--- src/rtl/pipeline_ctrl_pkg.sv ---
// ============================================================================
// pipeline_ctrl_pkg : shared state encodings, HALT encoding, rs/rt fields
// Revision 1.0
// ============================================================================
`default_nettype none

package pipeline_ctrl_pkg;

    typedef enum logic [2:0] {
        ST_IDLE   = 3'd0,
        ST_RUN    = 3'd1,
        ST_STEP   = 3'd2,
        ST_DRAIN  = 3'd3,
        ST_HALTED = 3'd4
    } state_t;

    localparam logic [31:0] HALT_INST = 32'hFFFF_FFFF;

    // Register field positions, shared with the decode stage
    localparam int RS_LSB = 21;
    localparam int RT_LSB = 16;

endpackage

`default_nettype wire

--- src/rtl/pipeline_ctrl_hazard_detect.sv ---
// ============================================================================
// pipeline_ctrl_hazard_detect : combinational load-use hazard compare
// Revision 1.0
// ============================================================================
`default_nettype none

module pipeline_ctrl_hazard_detect
    import pipeline_ctrl_pkg::*;
#(
    parameter int REG_ADDR_BITS = 5,
    parameter int DATA_WIDTH    = 32
) (
    input  logic                     i_mem_read,
    input  logic [REG_ADDR_BITS-1:0] i_rt_addr,
    input  logic [DATA_WIDTH-1:0]    i_inst,
    output logic                     o_stall
);

    logic [REG_ADDR_BITS-1:0] w_rs;
    logic [REG_ADDR_BITS-1:0] w_rt;

    assign w_rs = i_inst[RS_LSB +: REG_ADDR_BITS];
    assign w_rt = i_inst[RT_LSB +: REG_ADDR_BITS];

    // $zero is never a real dependency
    assign o_stall = i_mem_read && (i_rt_addr != '0) &&
                     ((i_rt_addr == w_rs) || (i_rt_addr == w_rt));

endmodule

`default_nettype wire

--- src/rtl/pipeline_ctrl.sv ---
// ============================================================================
// pipeline_ctrl : run/step/halt sequencer and load-use stall controller
// Revision 1.0
// ============================================================================
`default_nettype none

module pipeline_ctrl #(
    parameter int                      REG_ADDR_BITS = 5,
    parameter int                      DATA_WIDTH    = 32,
    parameter int                      CNT_WIDTH     = 32,
    parameter int                      DRAIN_CYCLES  = 4,
    parameter logic [DATA_WIDTH-1:0]   HALT_INST     = pipeline_ctrl_pkg::HALT_INST
) (
    input  logic                     clk,
    input  logic                     reset_n,
    input  logic                     run_req,
    input  logic                     step_req,
    input  logic                     pause_req,
    input  logic [DATA_WIDTH-1:0]    inst_in,
    input  logic                     ex_mem_read,
    input  logic [REG_ADDR_BITS-1:0] ex_rt_addr,
    output logic                     pipe_en,
    output logic                     pc_en,
    output logic                     if_id_en,
    output logic                     reset_control_buses,
    output logic                     halted,
    output logic                     busy,
    output logic [CNT_WIDTH-1:0]     cycle_count,
    output logic [CNT_WIDTH-1:0]     stall_count
);

    import pipeline_ctrl_pkg::*;

    localparam int                DRAIN_W    = (DRAIN_CYCLES > 1) ? $clog2(DRAIN_CYCLES) : 1;
    localparam logic [DRAIN_W-1:0] DRAIN_LOAD = DRAIN_W'(DRAIN_CYCLES - 1);

    state_t               r_state;
    state_t               w_next;
    logic [DRAIN_W-1:0]   r_drain;
    logic [CNT_WIDTH-1:0] r_cycle;
    logic [CNT_WIDTH-1:0] r_stall;
    logic                 w_stall;
    logic                 w_halt_id;
    logic                 w_stall_inc;
    logic                 w_drain_load;

    pipeline_ctrl_hazard_detect #(
        .REG_ADDR_BITS (REG_ADDR_BITS),
        .DATA_WIDTH    (DATA_WIDTH)
    ) u_hazard (
        .i_mem_read (ex_mem_read),
        .i_rt_addr  (ex_rt_addr),
        .i_inst     (inst_in),
        .o_stall    (w_stall)
    );

    assign w_halt_id = (inst_in == HALT_INST);

    always_comb begin
        w_next              = r_state;
        pipe_en             = 1'b0;
        pc_en               = 1'b0;
        if_id_en            = 1'b0;
        reset_control_buses = 1'b0;
        w_stall_inc         = 1'b0;
        w_drain_load        = 1'b0;
        case (r_state)
            ST_IDLE: begin
                if (run_req)
                    w_next = ST_RUN;
                else if (step_req)
                    w_next = ST_STEP;
            end
            ST_RUN, ST_STEP: begin
                pipe_en = 1'b1;
                // A stall holds the HALT in ID, so the halt is only acted on once it clears
                if (w_stall) begin
                    reset_control_buses = 1'b1;
                    w_stall_inc         = 1'b1;
                    if (r_state == ST_STEP || pause_req)
                        w_next = ST_IDLE;
                end else if (w_halt_id) begin
                    reset_control_buses = 1'b1;
                    w_drain_load        = 1'b1;
                    w_next              = ST_DRAIN;
                end else begin
                    pc_en    = 1'b1;
                    if_id_en = 1'b1;
                    if (r_state == ST_STEP || pause_req)
                        w_next = ST_IDLE;
                end
            end
            ST_DRAIN: begin
                pipe_en             = 1'b1;
                reset_control_buses = 1'b1;
                if (r_drain == '0)
                    w_next = ST_HALTED;
            end
            ST_HALTED: ;
            default: w_next = ST_IDLE;
        endcase
    end

    assign halted = (r_state == ST_HALTED);
    assign busy   = (r_state == ST_RUN) || (r_state == ST_STEP) || (r_state == ST_DRAIN);

    always_ff @(posedge clk or negedge reset_n) begin
        if (!reset_n) begin
            r_state <= ST_IDLE;
            r_drain <= '0;
        end else begin
            r_state <= w_next;
            if (w_drain_load)
                r_drain <= DRAIN_LOAD;
            else if (r_state == ST_DRAIN && r_drain != '0)
                r_drain <= r_drain - DRAIN_W'(1);
        end
    end

    always_ff @(posedge clk or negedge reset_n) begin
        if (!reset_n) begin
            r_cycle <= '0;
            r_stall <= '0;
        end else begin
            if (pipe_en && (r_cycle != '1))
                r_cycle <= r_cycle + CNT_WIDTH'(1);
            if (w_stall_inc && (r_stall != '1))
                r_stall <= r_stall + CNT_WIDTH'(1);
        end
    end

    assign cycle_count = r_cycle;
    assign stall_count = r_stall;

endmodule

`default_nettype wire

--- config.mk ---
export PLATFORM = sky130hd
export DESIGN_NAME = pipeline_ctrl
export DESIGN_NICKNAME = d
export VERILOG_FILES = /design/src/rtl/pipeline_ctrl_pkg.sv /design/src/rtl/pipeline_ctrl_hazard_detect.sv /design/src/rtl/pipeline_ctrl.sv
export SDC_FILE = /design/constraint.sdc
export NUM_CORES = 1
export LEC_CHECK = 0
export ABC_CLOCK_PERIOD_IN_PS = 2310
export CAP_MARGIN = 5
export CORE_UTILIZATION = 45
export DETAILED_ROUTE_END_ITERATION = 10
export MAX_ROUTING_LAYER = met4
export PLACE_DENSITY = 0.78
export SYNTH_ARGS = -nofsm -noshare
export SYNTH_HDL_FRONTEND = slang
export SYNTH_HIERARCHICAL = 1
export SYNTH_SLANG_ARGS = --single-unit
--- constraint.sdc ---
create_clock -name clk -period 2.31 [get_ports clk]
set_input_delay 0.462 -clock clk [delete_from_list [all_inputs] [get_ports clk]]
set_output_delay 0.462 -clock clk [all_outputs]
set_load 0.01 [all_outputs]
# Word-level counts from Yosys, hierarchy flattened
# Cells that the tools add are included.
[totals]
register_bits = 69
word_cells = 56
[classes]
bitwise = 1
mux = 20
eq_ne = 11
reduce_logical = 17
addsub = 3
[op_table]
columns = ["operator", "n"]
rows = [
  ["32-bit by 1-bit adder with 32-bit output (second input constant)", 2],
  ["32-bit inequality test (second input constant)", 2],
  ["32-bit == test (second input constant)", 1],
  ["3-bit 2-to-1 mux", 6],
  ["3-bit one-hot mux with 4 select lines", 1],
  ["5-bit == test", 2],
  ["1-bit 2-to-1 mux", 10],
  ["3-bit by 2-bit == test with 1-bit output (second input constant)", 2],
  ["1-bit logical AND", 5],
  ["5-bit nonzero test", 1],
  ["1-bit logical OR", 4],
  ["2-bit 2-to-1 mux", 2],
  ["2-bit nonzero test", 2],
  ["3-bit by 1-bit == test with 1-bit output (second input constant)", 1],
  ["3-bit == test (second input constant)", 1],
  ["3-bit logical NOT", 1],
  ["3-bit inequality test (second input constant)", 1],
  ["3-bit AND reduction", 1],
  ["3-bit OR reduction", 1],
  ["2-bit logical NOT", 1],
  ["2-bit inequality test (second input constant)", 1],
  ["1-bit one-hot mux with 2 select lines", 1],
  ["2-bit OR reduction", 1],
  ["2-bit by 1-bit subtractor with 2-bit output (second input constant)", 1],
  ["1-bit NOT", 1],
]

# Longest topological paths before layout
[depth]
ltp_word = 6
depth_mapped = 9

# Modules after synthesis
# Netlist, hierarchy kept.
[by_module_without_submodules]
columns = ["module", "seq_area_each_um2", "cells_per_inst", "n_inst", "area_each_um2"]
rows = [
  ["pipeline_ctrl", 1726.7, 350, 1, 3528.4],
  ["pipeline_ctrl_hazard_detect", 0.0, 17, 1, 125.1],
]

# Worst setup path before layout
# OpenSTA, ideal clock, no wires.
[synth_path]
path_kind = "input port to output port"
start = "in ex_rt_addr[1]"
end = "out pc_en"
arrival_time_ns = 1.954
path_slack_ns = -0.106
cell_stages = 6
n_path_buf = 1
cell_sequence = "or4_1 o21ai_1 a21oi_1 nor3_1 a21boi_0 buf_4"
[synth_between]
elab_chain_cells = 5
word_cells_on_any_way = 8
cone_classes = "2 x eq/ne; 2 x mux; 4 x reduce/logical"
[synth_lines]
columns = ["item", "line_no", "source"]
rows = [
  ["start: declaration", "pipeline_ctrl.sv:21", "input logic [REG_ADDR_BITS-1:0] ex_rt_addr,"],
  ["5-bit == test or 5-bit nonzero test (tied branches)", "pipeline_ctrl_hazard_detect.sv:27, pipeline_ctrl_hazard_detect.sv:26", ""],
  ["1-bit logical OR or 1-bit logical AND (tied branches)", "pipeline_ctrl_hazard_detect.sv:27, pipeline_ctrl_hazard_detect.sv:26", ""],
  ["1-bit logical AND (*)", "pipeline_ctrl_hazard_detect.sv:26", "assign o_stall = i_mem_read && (i_rt_addr != '0) &&"],
  ["net w_stall", "pipeline_ctrl.sv:42", "logic w_stall;"],
  ["1-bit 2-to-1 mux (*) (2 in series)", "-", ""],
  ["end: declaration", "pipeline_ctrl.sv:23", "output logic pc_en,"],
]
# Mark *: on every way through the listed nets, which the timed path passes. The rest lies on a longest branch.

# Worst setup path after layout
[layout_path]
start = "in ex_rt_addr[2]"
end = "out pc_en"
[layout_between]
elab_chain_cells = 5
word_cells_on_any_way = 8
cone_classes = "2 x eq/ne; 2 x mux; 4 x reduce/logical"
[layout_lines]
columns = ["item", "line_no", "source"]
rows = [
  ["5-bit == test or 5-bit nonzero test (tied branches)", "pipeline_ctrl_hazard_detect.sv:27, pipeline_ctrl_hazard_detect.sv:26", ""],
  ["1-bit logical OR or 1-bit logical AND (tied branches)", "pipeline_ctrl_hazard_detect.sv:27, pipeline_ctrl_hazard_detect.sv:26", ""],
  ["1-bit logical AND (*)", "pipeline_ctrl_hazard_detect.sv:26", ""],
  ["net w_stall", "pipeline_ctrl.sv:42", ""],
  ["1-bit 2-to-1 mux (*)", "pipeline_ctrl.sv:77", "if (w_stall) begin"],
  ["1-bit 2-to-1 mux (*)", "pipeline_ctrl.sv:67", "case (r_state)"],
]
# Marks and branches as above.

==> flow_summary.ini <==
[global_routing]
globalRoute.totalOverflow = 0
grt_usage_pct = 23.9
grt_max_degree = 70
grt_pass1_vias = 3360
grt_pass1_wl_um = 15700
antenna_found_initial = 0

[power_and_ir_drop]
power_frac_clock_pct = 28.2
p_leak_nw = 2.51
vdd_drop_max_mv = 0.717
powerDensity_nw_per_um2 = 655
seq_power_share_pct = 41.0
comb_power_share_pct = 30.7
switching_power_mw = 1.12
internal-power_mw = 2.43
switching_share_pct = 31.6

[sta]
rsz0062_at_grt = true
period_needed_ps = 2350
fin_crit_sh_pct = 102
maxSlewViolCount = 0
skew_ps = 7.76
finalHoldViolCount = 0
timing.hold.ws_ps = 121
final-setup-viol-count = 5
worst_pin_slew_ps = 445
relSlewSlack_pct = 70.2
finalWorstSetupSlack_ps = -43.6
max_freq_ghz = 0.425

[setup_path]
reg2reg_depth = 5
required_ps = 1850
crit_fanout = 2
arrival_ps = 1890
timing.rr.end = cycle_count[31]$_DFFE_PN0P_
start_kind = input pin
criticalPathCategory = input pin to output port
rrSetupSlack_ps = 290
r2r-start = r_state[2]$_DFFE_PN0P_
cp-startpoint = ex_rt_addr[2]
crit_path_end_kind = output port

[cells_and_area]
nNetsFinal = 561
instances_no_fill = 622
fillers = 612
mostFrequentLayoutCells = clkdlybuf4s50_1, dfrtp_1, xor2_1
multiInputGateArea_um2 = 1960
final_util_pct = 69.3
layout_commonest_cell = clkdlybuf4s50_1
layout-area-overhead-vs-synth_pct = 48.2
regArea_um2 = 1730
drive_above_1_share_pct = 18.8
n_antenna_cell = 0

[clocking]
clk_path_buf_depth = 2
clkSlewWorstSetupHoldPaths_ps = 80
clk_latency_ps = 340
cts_sinks = 69
cts_root_buffer = clkbuf_8
cts_max_level = 3
cts_tree = done
cts_hold_buf = 0
numCtsBuffers = 9

[placed_design]
dp_cells = 598
gp_congestion = 0.870
hpwl_um = 6980
io_buffers = 112

[floorplanning]
die-area_um2 = 8480
start_util_pct = 46.8
fp-row-count = 32
coreArea_um2 = 7810
dieWidth_um = 92.1
pin_count = 113
die_h_um = 92.1

[run_status]
violations = negative setup slack
status = complete, but fails checks

[synth]
syn_area_um2 = 3650
syn_inst = 367
yosysTopAreaCellShare_pct = 47.3
yosys-top-cells-area = dfrtp_1, xor2_1, xnor2_1
synth_nets = 413
yosys.area.top_type = dfrtp_1
ys_seq_elements = 69
synth-warning-count = 6
synth_cell_types = 47
syn_avg_cell_area_um2 = 9.96
synth-seq-area-share_pct = 47.3

[route]
remaining_drc_errors = 0
vias_per_cell = 5.46
wl_um = 9540
drtIter0Drc = 130
num_vias = 3395
firstDrtPassIters = 5
ant_nets = 0
wl_per_cell_um = 15.3

[flow_run]
max_cap_violations = 0

[hold_path]
hold_class = input pin to async pin
==> through the flow <==
step                      power (mW)  area, um2  worst slack (ps)  TNS (ps)
after floorplan                 1.99       3650             0.837         0
after global placement          2.45       5060              -790    -16860
after detailed placement        2.49       5060              -852    -19560
after CTS                       3.54       5280             -18.3     -18.3
after global routing            3.74       5410             -87.0      -441
final                           3.55       5410             -43.6     -97.0
==> power groups by stage <==
stage	clock [mW]	sequential (mW)	combinational, mW
floorplan	0	1.47	0.513
global placement	0	1.46	0.995
detailed placement	0	1.46	1.03
CTS	1.02	1.45	1.07
global route	1.08	1.47	1.19
finish	1.00	1.45	1.09
==> worst max-delay path, cell delays in order <==
cell	delay, ps
buf_8	90
or4_4	520
o21ai_2	140
a21oi_2	60
buf_4	140
nor3_4	110
a21boi_2	210
buf_2	160
==> cell families after synthesis <==
kind of cell,after synthesis,share of synthesized area [%]
xor+xnor,69,16.5
mux,3,1.03
buf+inv,20,2.47
compound gates,23,4.18
fa+ha+maj,3,1.03
simple gates,180,27.5
flops,69,47.3
==> routing by layer <==
metal  wire [um]  share of wire, %  global-route usage (%)  up-vias
met4         245               2.6                    10.5        0
li1            -                 -                       -     1598
met3         351               3.7                    3.81       23
met2        4830                51                    39.0      105
met1        4110                43                    29.2     1669
met5           0                 0                       -        -
==> worst max-delay path by stage <==
stage / end / slack, ps / cells after the start
finish: pc_en / -40 / 8
global placement: pc_en / -790 / 7
detailed placement: if_id_en / -850 / 7
CTS: reset_control_buses / -20 / 11
global route: pc_en / -90 / 8
floorplan: pc_en / 0.8 / 6
==> repair_timing <==
action	in CTS	in global routing
endpoints found under the setup margin	32	26
buffers inserted	5	3
resized for setup	69	35
pin swaps	13	14
==> synthesized netlist by cell type (all sizes together) <==
| cell | count |
|---|---|
| inv | 11 |
| o21bai | 3 |
| clkbuf | 2 |
| nor3 | 22 |
| buf | 7 |
| o211ai | 1 |
| nand3 | 23 |
| and2 | 4 |
| xor2 | 40 |
| a32oi | 1 |
| nor2 | 27 |
| nand3b | 3 |
| nor4 | 12 |
| o2111a | 1 |
| dfrtp | 69 |
| or4 | 2 |
| o21ai | 4 |
| nor2b | 2 |
| ha | 3 |
| nand2b | 3 |
| and4 | 6 |
| nor3b | 1 |
| nand2 | 28 |
| mux2 | 3 |
| nand4 | 32 |
| or3 | 1 |
| and3 | 10 |
| o21a | 3 |
| a211oi | 1 |
| xnor2 | 29 |
| a22oi | 1 |
| a21oi | 5 |
| a31oi | 2 |
| nand4b | 1 |
| nor4b | 1 |
| a21boi | 1 |
| or2 | 2 |
==> area by class of cell <==
class                   count  share of cell area [%]
well taps                 102                    2.36
inverters                  11                   0.763
multi-input cells         278                    36.2
repair buffers            146                    25.1
clock buffers              11                    2.61
clock inverters             5                    1.11
flip-flops and latches     69                    31.9
==> flip-flops by register name, indices dropped and copies added, names as in the netlist <==
name,count
cycle_count,32
stall_count,32
r_state,3
r_drain,2
Power figures use the tool's default switching activity.
